<file path="src/rtl/cpu_run_monitor_pkg.sv">
// Shared types and constants for the CPU run monitor and its loop detector.
package cpu_run_monitor_pkg;

    typedef enum logic [1:0] {
        IDLE  = 2'd0,
        RUN   = 2'd1,
        DRAIN = 2'd2,
        DONE  = 2'd3
    } state_e;

    typedef enum logic [1:0] {
        NONE      = 2'd0,
        HALT_OP   = 2'd1,
        HALT_LOOP = 2'd2,
        TIMEOUT   = 2'd3
    } status_e;

    localparam logic [31:0] DEFAULT_HALT_INSTR = 32'hFFFF_FFFF;

endpackage

</file>
<file path="src/rtl/cpu_run_loop_detect.sv">
// Branch-to-self detector: counts consecutive valid retirements of the same PC.
module cpu_run_loop_detect
    import cpu_run_monitor_pkg::*;
#(
    parameter int PC_W       = 32,
    parameter int LOOP_LIMIT = 8
) (
    input  logic            clk,
    input  logic            reset,
    input  logic            clear,
    input  logic            retire_valid,
    input  logic [PC_W-1:0] retire_pc,
    output logic            loop_hit
);

    localparam int RUN_W = $clog2(LOOP_LIMIT + 1);
    localparam logic [RUN_W-1:0] RUN_ONE   = RUN_W'(1);
    localparam logic [RUN_W-1:0] RUN_LIMIT = RUN_W'(LOOP_LIMIT);

    logic [PC_W-1:0]  last_pc_q, last_pc_d;
    logic             have_pc_q, have_pc_d;
    logic [RUN_W-1:0] run_q, run_d;

    // Bubbles leave the run untouched; the count saturates at the limit.
    always_comb begin
        last_pc_d = last_pc_q;
        have_pc_d = have_pc_q;
        run_d     = run_q;
        if (retire_valid) begin
            last_pc_d = retire_pc;
            have_pc_d = 1'b1;
            if (have_pc_q && (retire_pc == last_pc_q)) begin
                if (run_q != RUN_LIMIT) begin
                    run_d = run_q + RUN_ONE;
                end
            end else begin
                run_d = RUN_ONE;
            end
        end
        loop_hit = retire_valid && (run_d == RUN_LIMIT);
    end

    always_ff @(posedge clk) begin
        if (reset || clear) begin
            last_pc_q <= '0;
            have_pc_q <= 1'b0;
            run_q     <= '0;
        end else begin
            last_pc_q <= last_pc_d;
            have_pc_q <= have_pc_d;
            run_q     <= run_d;
        end
    end

endmodule

</file>
<file path="src/rtl/cpu_run_monitor.sv">
// Run-control and end-of-test monitor watching the CPU retire stream.
// Define CPU_RUN_MONITOR_FINISH_EN to print a run summary and $finish on entering DONE.
module cpu_run_monitor
    import cpu_run_monitor_pkg::*;
#(
    parameter int                 PC_W         = 32,
    parameter int                 INSTR_W      = 32,
    parameter int                 CNT_W        = 32,
    parameter int                 MAX_CYCLES   = 2500,
    parameter logic [INSTR_W-1:0] HALT_INSTR   = INSTR_W'(DEFAULT_HALT_INSTR),
    parameter int                 LOOP_LIMIT   = 8,
    parameter int                 DRAIN_CYCLES = 4
) (
    input  logic               clk,
    input  logic               reset,
    input  logic               start,
    input  logic               retire_valid,
    input  logic [PC_W-1:0]    retire_pc,
    input  logic [INSTR_W-1:0] retire_instr,
    output logic               running,
    output logic               done,
    output logic [1:0]         status,
    output logic [CNT_W-1:0]   cycle_count,
    output logic [CNT_W-1:0]   instr_count,
    output logic [CNT_W-1:0]   bubble_count
);

    localparam logic [CNT_W-1:0] CNT_ONE   = CNT_W'(1);
    localparam logic [CNT_W-1:0] CNT_LIMIT = CNT_W'(MAX_CYCLES);
    localparam logic [31:0]      DRAIN_END = 32'(DRAIN_CYCLES);

    state_e           state_q, state_d;
    status_e          status_q, status_d;
    logic [CNT_W-1:0] cycle_q, cycle_d;
    logic [CNT_W-1:0] instr_q, instr_d;
    logic [CNT_W-1:0] bubble_q, bubble_d;
    logic [31:0]      drain_q, drain_d;
    logic [CNT_W-1:0] cycle_inc, instr_inc, bubble_inc;
    logic             loop_clear;
    logic             loop_hit;
    logic             halt_op;

    function automatic logic [CNT_W-1:0] sat_inc(input logic [CNT_W-1:0] value);
        return (value == '1) ? value : value + CNT_ONE;
    endfunction

    cpu_run_loop_detect #(
        .PC_W       (PC_W),
        .LOOP_LIMIT (LOOP_LIMIT)
    ) u_loop_detect (
        .clk          (clk),
        .reset        (reset),
        .clear        (loop_clear),
        .retire_valid (retire_valid),
        .retire_pc    (retire_pc),
        .loop_hit     (loop_hit)
    );

    assign cycle_inc  = sat_inc(cycle_q);
    assign instr_inc  = sat_inc(instr_q);
    assign bubble_inc = sat_inc(bubble_q);
    assign halt_op    = retire_valid && (retire_instr == HALT_INSTR);

    // A halt beats a timeout in the same cycle, and an opcode halt beats a loop halt.
    always_comb begin
        state_d    = state_q;
        status_d   = status_q;
        cycle_d    = cycle_q;
        instr_d    = instr_q;
        bubble_d   = bubble_q;
        drain_d    = drain_q;
        loop_clear = 1'b0;
        case (state_q)
            IDLE, DONE: begin
                if (start) begin
                    state_d    = RUN;
                    status_d   = NONE;
                    cycle_d    = '0;
                    instr_d    = '0;
                    bubble_d   = '0;
                    drain_d    = '0;
                    loop_clear = 1'b1;
                end
            end
            RUN: begin
                cycle_d = cycle_inc;
                if (retire_valid) begin
                    instr_d = instr_inc;
                end else begin
                    bubble_d = bubble_inc;
                end
                if (halt_op || loop_hit) begin
                    status_d = halt_op ? HALT_OP : HALT_LOOP;
                    drain_d  = '0;
                    state_d  = (DRAIN_END == 32'd0) ? DONE : DRAIN;
                end else if (cycle_inc == CNT_LIMIT) begin
                    status_d = TIMEOUT;
                    state_d  = DONE;
                end
            end
            DRAIN: begin
                if ((drain_q + 32'd1) == DRAIN_END) begin
                    state_d = DONE;
                end else begin
                    drain_d = drain_q + 32'd1;
                end
            end
            default: begin
                state_d = IDLE;
            end
        endcase
    end

    always_ff @(posedge clk) begin
        if (reset) begin
            state_q  <= IDLE;
            status_q <= NONE;
            cycle_q  <= '0;
            instr_q  <= '0;
            bubble_q <= '0;
            drain_q  <= '0;
        end else begin
            state_q  <= state_d;
            status_q <= status_d;
            cycle_q  <= cycle_d;
            instr_q  <= instr_d;
            bubble_q <= bubble_d;
            drain_q  <= drain_d;
        end
    end

    // Status is only published once the run has fully ended.
    assign running      = (state_q == RUN) || (state_q == DRAIN);
    assign done         = (state_q == DONE);
    assign status       = (state_q == DONE) ? status_q : NONE;
    assign cycle_count  = cycle_q;
    assign instr_count  = instr_q;
    assign bubble_count = bubble_q;

`ifdef CPU_RUN_MONITOR_FINISH_EN
    state_e report_state_q;

    always_ff @(posedge clk) begin
        if (reset) begin
            report_state_q <= IDLE;
        end else begin
            report_state_q <= state_q;
            if ((state_q == DONE) && (report_state_q != DONE)) begin
                $display("cpu_run_monitor: status=%0d cycles=%0d instrs=%0d bubbles=%0d",
                         status_q, cycle_q, instr_q, bubble_q);
                if (instr_q == '0) begin
                    $display("cpu_run_monitor: CPI n/a");
                end else begin
                    $display("cpu_run_monitor: CPI %0.3f", real'(cycle_q) / real'(instr_q));
                end
                $finish;
            end
        end
    end
`else
    // Without the report hook the outputs are read by the surrounding bench or FPGA logic.
`endif

endmodule

</file>
<file path="config.mk">
export PLATFORM = sky130hd
export DESIGN_NAME = cpu_run_monitor
export DESIGN_NICKNAME = d
export VERILOG_FILES = /design/src/rtl/cpu_run_monitor_pkg.sv /design/src/rtl/cpu_run_loop_detect.sv /design/src/rtl/cpu_run_monitor.sv
export SDC_FILE = /design/constraint.sdc
export NUM_CORES = 1
export LEC_CHECK = 0
export CAP_MARGIN = 10
export CORE_MARGIN = 5
export CORE_UTILIZATION = 40
export CTS_CLUSTER_SIZE = 28
export DETAILED_ROUTE_END_ITERATION = 8
export PLACE_DENSITY = 0.61
export RECOVER_POWER = 100
export SETUP_SLACK_MARGIN = 0.5
export SYNTH_ARGS = -nofsm -noshare
export SYNTH_HDL_FRONTEND = slang
export SYNTH_HIERARCHICAL = 1
export SYNTH_SLANG_ARGS = --single-unit
</file>
<file path="constraint.sdc">
create_clock -name clk -period 4.35 [get_ports clk]
set_input_delay 0.6525 -clock clk [delete_from_list [all_inputs] [get_ports clk]]
set_output_delay 0.6525 -clock clk [all_outputs]
set_load 0.1 [all_outputs]
</file>
==> results of run 1 <==
kinds of logic (layout without fill, tap and decap cells):
| family | count (synthesis) | after routing |
|---|---|---|
| xor gates and xnor gates | 100 | 100 |
| adders and majority gates | 10 | 10 |
| muxes | 39 | 39 |
| DFF | 169 | 169 |
| buffers and inverters | 116 | 253 |
| and+or+nand+nor | 600 | 600 |
| AOI/OAI and AO/OA | 236 | 236 |
routing by layer:
metal | vias up | global-route usage
met5 | - | 0
li1 | 4843 | -
met2 | 231 | 0.331
met4 | 0 | 0.0505
met1 | 4558 | 0.274
met3 | 29 | 0.0303
power groups by stage:
stage,sequential [mW],clock (mW),combinational (mW)
final,1.66,1.53,0.916
after CTS,1.66,1.57,0.928
after global placement,1.69,0,0.922
after floorplan,1.74,0,0.587
after global routing,1.67,1.63,1.00
after detailed placement,1.69,0,0.924
metrics by stage:
| step | worst slack, ns | instances | power [mW] | hold slack, ns |
|---|---|---|---|---|
| after floorplan | 0.506 | 1270 | 2.32 | 0.445 |
| after global placement | 0.530 | 1705 | 2.62 | 0.477 |
| after detailed placement | 0.490 | 1705 | 2.62 | 0.483 |
| after CTS | 0.634 | 1737 | 4.16 | 0.498 |
| after global routing | 0.258 | 1737 | 4.30 | 0.525 |
| final | 0.480 | 1737 | 4.11 | 0.500 |
synth_stat cells, types with 9 or more instances:
cell and number:
xnor2_1 54, o21ai_0 62, nor4_1 16, nand3_1 63, nand2b_1 10, and4_1 16
dfxtp_1 169, ha_1 10, or3_1 24, xor2_1 46, nor2_1 159, mux2i_1 38
a31oi_1 11, or4_1 10, buf_2 21, a311oi_1 11, nand2_1 95, nor3_1 49
nand3b_1 9, nand4_1 63, clkbuf_1 39, inv_1 35, a21oi_1 76, and3_1 35
and2_1 14
path summary, 6_finish.rpt:
path                        start           to  slack [ns]  depth (start not counted)
setup / recovery  cycle_count[18]  status_q[0]        0.48                          9
hold / removal        status_q[0]  status_q[0]        0.50                          2
setup reg to reg  cycle_count[18]  status_q[0]        0.48                          9
hold reg to reg       status_q[0]  status_q[0]        0.50                          2
flip-flops by register name (all words and copies together) (netlist names):
register                 count
drain_q                     32
u_loop_detect/last_pc_q     32
instr_count                 32
u_loop_detect/run_q          4
state_q                      2
cycle_count                 32
bubble_count                32
u_loop_detect/have_pc_q      1
status_q                     2
tightest hold or removal path, delay by kind of cell (launching register included):
| kind | cells | cell delay, ns |
|---|---|---|
| flip-flops | 1 | 0.33 |
| AO/OA/AOI/OAI | 2 | 0.13 |
layout make-up:
| cell class | count | area (um^2) | share of cell area |
|---|---|---|---|
| multi-input cells | 985 | 6070 | 0.489 |
| flip-flops and latches | 169 | 3390 | 0.273 |
| repair buffers | 185 | 1790 | 0.145 |
| clock buffers | 18 | 429 | 0.0346 |
| well taps | 330 | 413 | 0.0333 |
| clock inverters | 14 | 170 | 0.0137 |
| inverters | 36 | 135 | 0.0109 |
what timing repair did:
item                                    4_1_cts  5_1_grt
buffers inserted                              0        0
resized for setup                             0        5
endpoints found under the setup margin        0       16
==> results.md, run 1 <==
- Share of layout cells above drive strength 1: 0.0569
- Clock Sinks: about 170
- Sequence of cells on the critical path: nand4_1 > nor4_4 > a211oi_4 > and4_1 > xor2_1 > or4_1 > o21ba_1 > a2111o_1 > a21oi_1
- CTS buffer count: 17
- Clock power share: 0.373
- Via count: 9661
- First-pass GRT wire length: roughly 47 mm
- Failing checks: capacitance limit, slew limit
- TNS Setup: 0 ns
- Leak Pwr: 4.48 nW
- Worst rel slew slack: -0.453
- Commonest non-fill, non-tap cell in the layout: dfxtp_1
- CTS Buffer Depth: 2
- Residual DRC count: 0
- DP HPWL: 20.9 mm
- Status: finished, violations left
- Drt total wl: between 20 and 30 mm
- Initial antenna violation count: 0
- All-Layer GR Usage: 0.200
- Top sig layer: met4
- Cells after Synth: 1270
- Net Switching: 1.45 mW
- Detail Route Antenna Nets: 0
- Post-Synth Adder-Cell Area: 0.0125
- Total Die Area: 28300 um^2
- Syn_area_per_cell: 7.89 um^2
- Port Buffer Count: 167
- CP max stage cell: nor4_4
- Final #Nets: around 1.5k
- H-tree levels: 4
- Largest net degree at the start of global routing: 47
- Synth Area in XOR/XNOR: 0.0874
- Distinct cells, synth: 83
- Largest area contributor in the netlist: dfxtp_1
- Clock-pin slew on the worst setup and hold paths: 0.08 ns
- Global route overflow: 0
- Clk_skew: ~0.017 ns
- Synth Area in Simple Gates: 0.319
- Fin crit share: 0.890
- Number of global-route vias before repair: 9077
- Unrepaired setup endpoints after global routing: true
- Root buffer cell: clkbuf_16
- Max-cap violation count: 2
- M1 WL: 13.6 mm
- Largest family of logic cells by synthesized area: simple AND/OR/NAND/NOR gates
- Combinational Power Share: 0.223
- Number of synthesized flops with an enable pin: 0
- Multiplexer area fraction after synthesis: 0.0391
- Ranking of synthesized cells by area: dfxtp_1 (34%), nor2_1 (6.0%), xnor2_1 (4.7%)
- Critical path arrival: 4.23 ns
- Worst Hold Class: reg2reg
- Synth Cell Area: 10000 um^2
- PD cells: 332 nW/um^2
- Area grow syn2layout: 23.7%
- CTS tree: done
- Critical path class: reg2reg
- Cell-internal power: 2.66 mW
- Final instance area: 12400 um^2
- Max-slew violations: 60
- 1st-pass router iterations: 5
- Routability cong.: 0.874
- Core area: 24900 um^2
- Initial core utilization: 0.402
- Die Span Y: between 150 and 200 um
- Met3 WL: 1.42 mm
- N_diodes: 0
- Met2 Routed Length: between 10 and 15 mm
- VDD IR max: 0.292 mV
- Top delay family on crit path: simple AND/OR/NAND/NOR gates
- Sequential share of power: 0.404
- Post-CTS Hold Buffers: 0
- Synth warn: 6
- Synth top area share: 0.338
- Crit Path Max Fanout: 9
- Flops & latches, synth: approximately 170
- Vias per std cell: 5.56
- Critical path's largest stage delay: approximately 0.76 ns
- CP Capture Type: flop
- Fin crit period: around 3.9 ns
- Layout Utilization: 0.498
- Area fraction in compound gates after synthesis: 0.149
- Mapped Nets: 1348
- Worst skew pair latency: roughly 0.43 ns
- Startpoint Class: flop
- CP Buf/Inv Count: 0
- Sw Ratio: 0.352
- Predominant post-synthesis flop cell: dfxtp_1
- Cell row count: 58
- Fmax: 0.258 GHz
- # fillers: ~2.5k
- Ys async rst share: 0
- Sequential cell area fraction in the yosys report: 0.338
- Final setup viols: 0
- Most frequent cells in the layout: dfxtp_1 (166), nor2_1 (159), dlygate4sd3_1 (101), nand2_1 (95), a21oi_1 (76)
- I/O Pins: between 150 and 200
- DP Area: 11800 um^2
- DIE WIDTH: 168 um
- Initial DRC Count: 816
- CP required: 4.71 ns
- Final hold violation count: 0
- Worst-Margin Slew: 2.18 ns
- WL/cell: between 15 and 20 um
Power figures use the tool's default switching activity.
==> inputs of run 2 (changes only) <==
--- a/config.mk
+++ b/config.mk
@@ -6,6 +6,7 @@
 export NUM_CORES = 1
 export LEC_CHECK = 0
 export CAP_MARGIN = 10
+export CORE_ASPECT_RATIO = 2
 export CORE_MARGIN = 5
 export CORE_UTILIZATION = 40
 export CTS_CLUSTER_SIZE = 28
==> results.md, run 2 (synthesis results as in run 1) <==
- DIE WIDTH: 122 um (-28%)
- Worst-Margin Slew: 2.15 ns (-0.0294 ns)
- Most frequent cells in the layout: dfxtp_1 (165), nor2_1 (159), dlygate4sd3_1 (100), nand2_1 (95), a21oi_1 (76)
- Post-CTS Hold Buffers: 0 (unchanged)
- Postcts setup bufs: 0 (unchanged)
- Port Buffer Count: 167 (unchanged)
- Unrepaired setup endpoints after global routing: false
- Routability cong.: 0.929 (+6.3%)
- All-Layer GR Usage: 0.219 (+0.0195)
- PD cells: 327 nW/um^2 (-1.2%)
- Via count: 9937 (+2.9%)
- CTS buffer count: 17 (unchanged)
- Multi-input logic area: 6060 um^2 (about the same)
- CP max stage cell: dfxtp_1
- VDD IR max: 0.251 mV (-14%)
- Root buffer cell: clkbuf_16
- Share of layout cells above drive strength 1: 0.0567 (-0.000121)
- Global route overflow: 0 (unchanged)
- Final WS setup: 0.549 ns (+0.0690 ns)
- Residual DRC count: 0 (unchanged)
- Final setup viols: 0 (unchanged)
- Critical path arrival: 4.16 ns (-0.07 ns)
- Die Span Y: 234 um (+39%)
- Status: finished, violations left
- DP HPWL: 23.7 mm (+13%)
- WL/cell: 17.7 um (+6.6%)
- Commonest non-fill, non-tap cell in the layout: dfxtp_1
- H-tree levels: 4 (unchanged)
- Top delay family on crit path: simple AND/OR/NAND/NOR gates
- CP Capture Type: flop
- Worst skew pair latency: 0.44 ns (about the same)
- TNS Setup: 0 ns (unchanged)
- Leak Pwr: 4.49 nW (+0.29%)
- Critical path class: reg2reg
- Largest net degree at the start of global routing: 44 (-6.4%)
- PostCTS Resize Cnt: 0 (unchanged)
- Worst rel slew slack: -0.433 (+0.0196)
- CTS tree: done
- Detail Route Antenna Nets: 0 (unchanged)
- CP required: 4.71 ns (about the same)
- Cell row count: 82 (+41%)
- Max-slew violations: 38 (-37%)
- First-pass GRT wire length: 49.9 mm (+5.0%)
- Vias per std cell: 5.69 (+2.3%)
- Crit Path Max Fanout: 15 (+6)
- Clk_skew: 0.00764 ns (-0.00951 ns)
- 1st-pass router iterations: 5 (unchanged)
- Sequence of cells on the critical path: ha_1 > nand4_1 > or3_1 > mux2_2 > o2111ai_1 > nor4_1 > and3_1 > a21oi_1 > or2_2 > o21ai_0
- Final hold violation count: 0 (unchanged)
- Total Die Area: 28500 um^2 (+0.68%)
- Failing checks: capacitance limit, slew limit
- CTS Buffer Depth: 2 (unchanged)
- Number of global-route vias before repair: 9778 (+7.7%)
- Fmax: 0.263 GHz (+1.8%)
- Area grow syn2layout: 23.7% (about the same)
- Clock Sinks: 169 (unchanged)
- I/O Pins: 168 (unchanged)
- Startpoint Class: flop
- Final #Nets: 1476 (+0.27%)
- Clock-pin slew on the worst setup and hold paths: 0.07 ns (about the same)
- Tot Pwr: 4.06 mW (-1.3%)
- Pre-CTS setup slack: 0.316 ns (-0.174 ns)
- Register Area: 3390 um^2 (about the same)
- Max-cap violation count: 1 (-1)
- Worst Hold Class: reg2reg
- Drt total wl: 31.0 mm (+7.2%)
- # fillers: 2525 (+3.0%)
- Core area: 24900 um^2 (+0.16%)
- CP Buf/Inv Count: 0 (unchanged)
- Initial DRC Count: 649 (-20%)
- Fin crit period: 3.80 ns (-0.0690 ns)
- Initial core utilization: 0.402 (-0.000646)
- Fin crit share: 0.874 (-0.0159)
- Critical path's largest stage delay: 0.49 ns (-0.27 ns)
- Initial antenna violation count: 0 (unchanged)
- N_diodes: 0 (unchanged)
run 2: cell types whose count changed in the layout (fill, tap and decap cells not counted), moves of 2 or more:
cell        change
clkbuf_1        +2
inv_8           -4
buf_4           +4
clkinv_8        -5
clkbuf_8        +4
clkinvlp_4      +3
inv_6           -5
clkinv_2        +3
run 2: power breakdown:
part	leakage, nW	internal, mW	switching, mW	total [mW]
clock	0.268	0.842	0.627	1.47
sequential	1.37	1.61	0.0541	1.66
combinational	2.85	0.283	0.643	0.926
run 2: area by class of cell:
type / count / area share
clock buffers: 24 / 0.0397
well taps: 336 / 0.0339
multi-input cells: 985 / 0.489
clock inverters: 7 / 0.00545
inverters: 36 / 0.0109
flip-flops and latches: 169 / 0.273
repair buffers: 189 / 0.147
run 2: worst paths after layout:
check	start	slack (ns)	end	cells after the start
min	status_q[0]	0.49	status_q[0]	2
max reg2reg	drain_q[1]	0.55	drain_q[28]	10
min reg2reg	status_q[0]	0.49	status_q[0]	2
max	drain_q[1]	0.55	drain_q[28]	10
run 2: per-layer routing:
layer	wire length (um)	GRT usage	up-vias	share of wire
li1	-	-	4851	-
met2	16900	0.416	326	0.55
met3	1630	0.0463	92	0.053
met4	1400	0.114	0	0.045
met1	11000	0.220	4668	0.36
met5	0	0	-	0
run 2: worst register-to-register path: stages (launching register included):
cell       delay (ns)
dfxtp_1          0.49
ha_1             0.44
nand4_1          0.32
or3_1            0.48
mux2_2           0.26
o2111ai_1        0.21
nor4_1           0.30
and3_1           0.45
a21oi_1          0.11
or2_2            0.45
o21ai_0          0.22
run 2: stage by stage:
step                area (um^2)  utilization  hold WS [ns]  instances
detailed placement        11900        0.476         0.481       1715
finish                    12400        0.497         0.488       1746
global route              12400        0.497         0.518       1746
floorplan                 10000            -         0.445       1270
global placement          11900        0.476         0.481       1715
CTS                       12400        0.498         0.492       1746
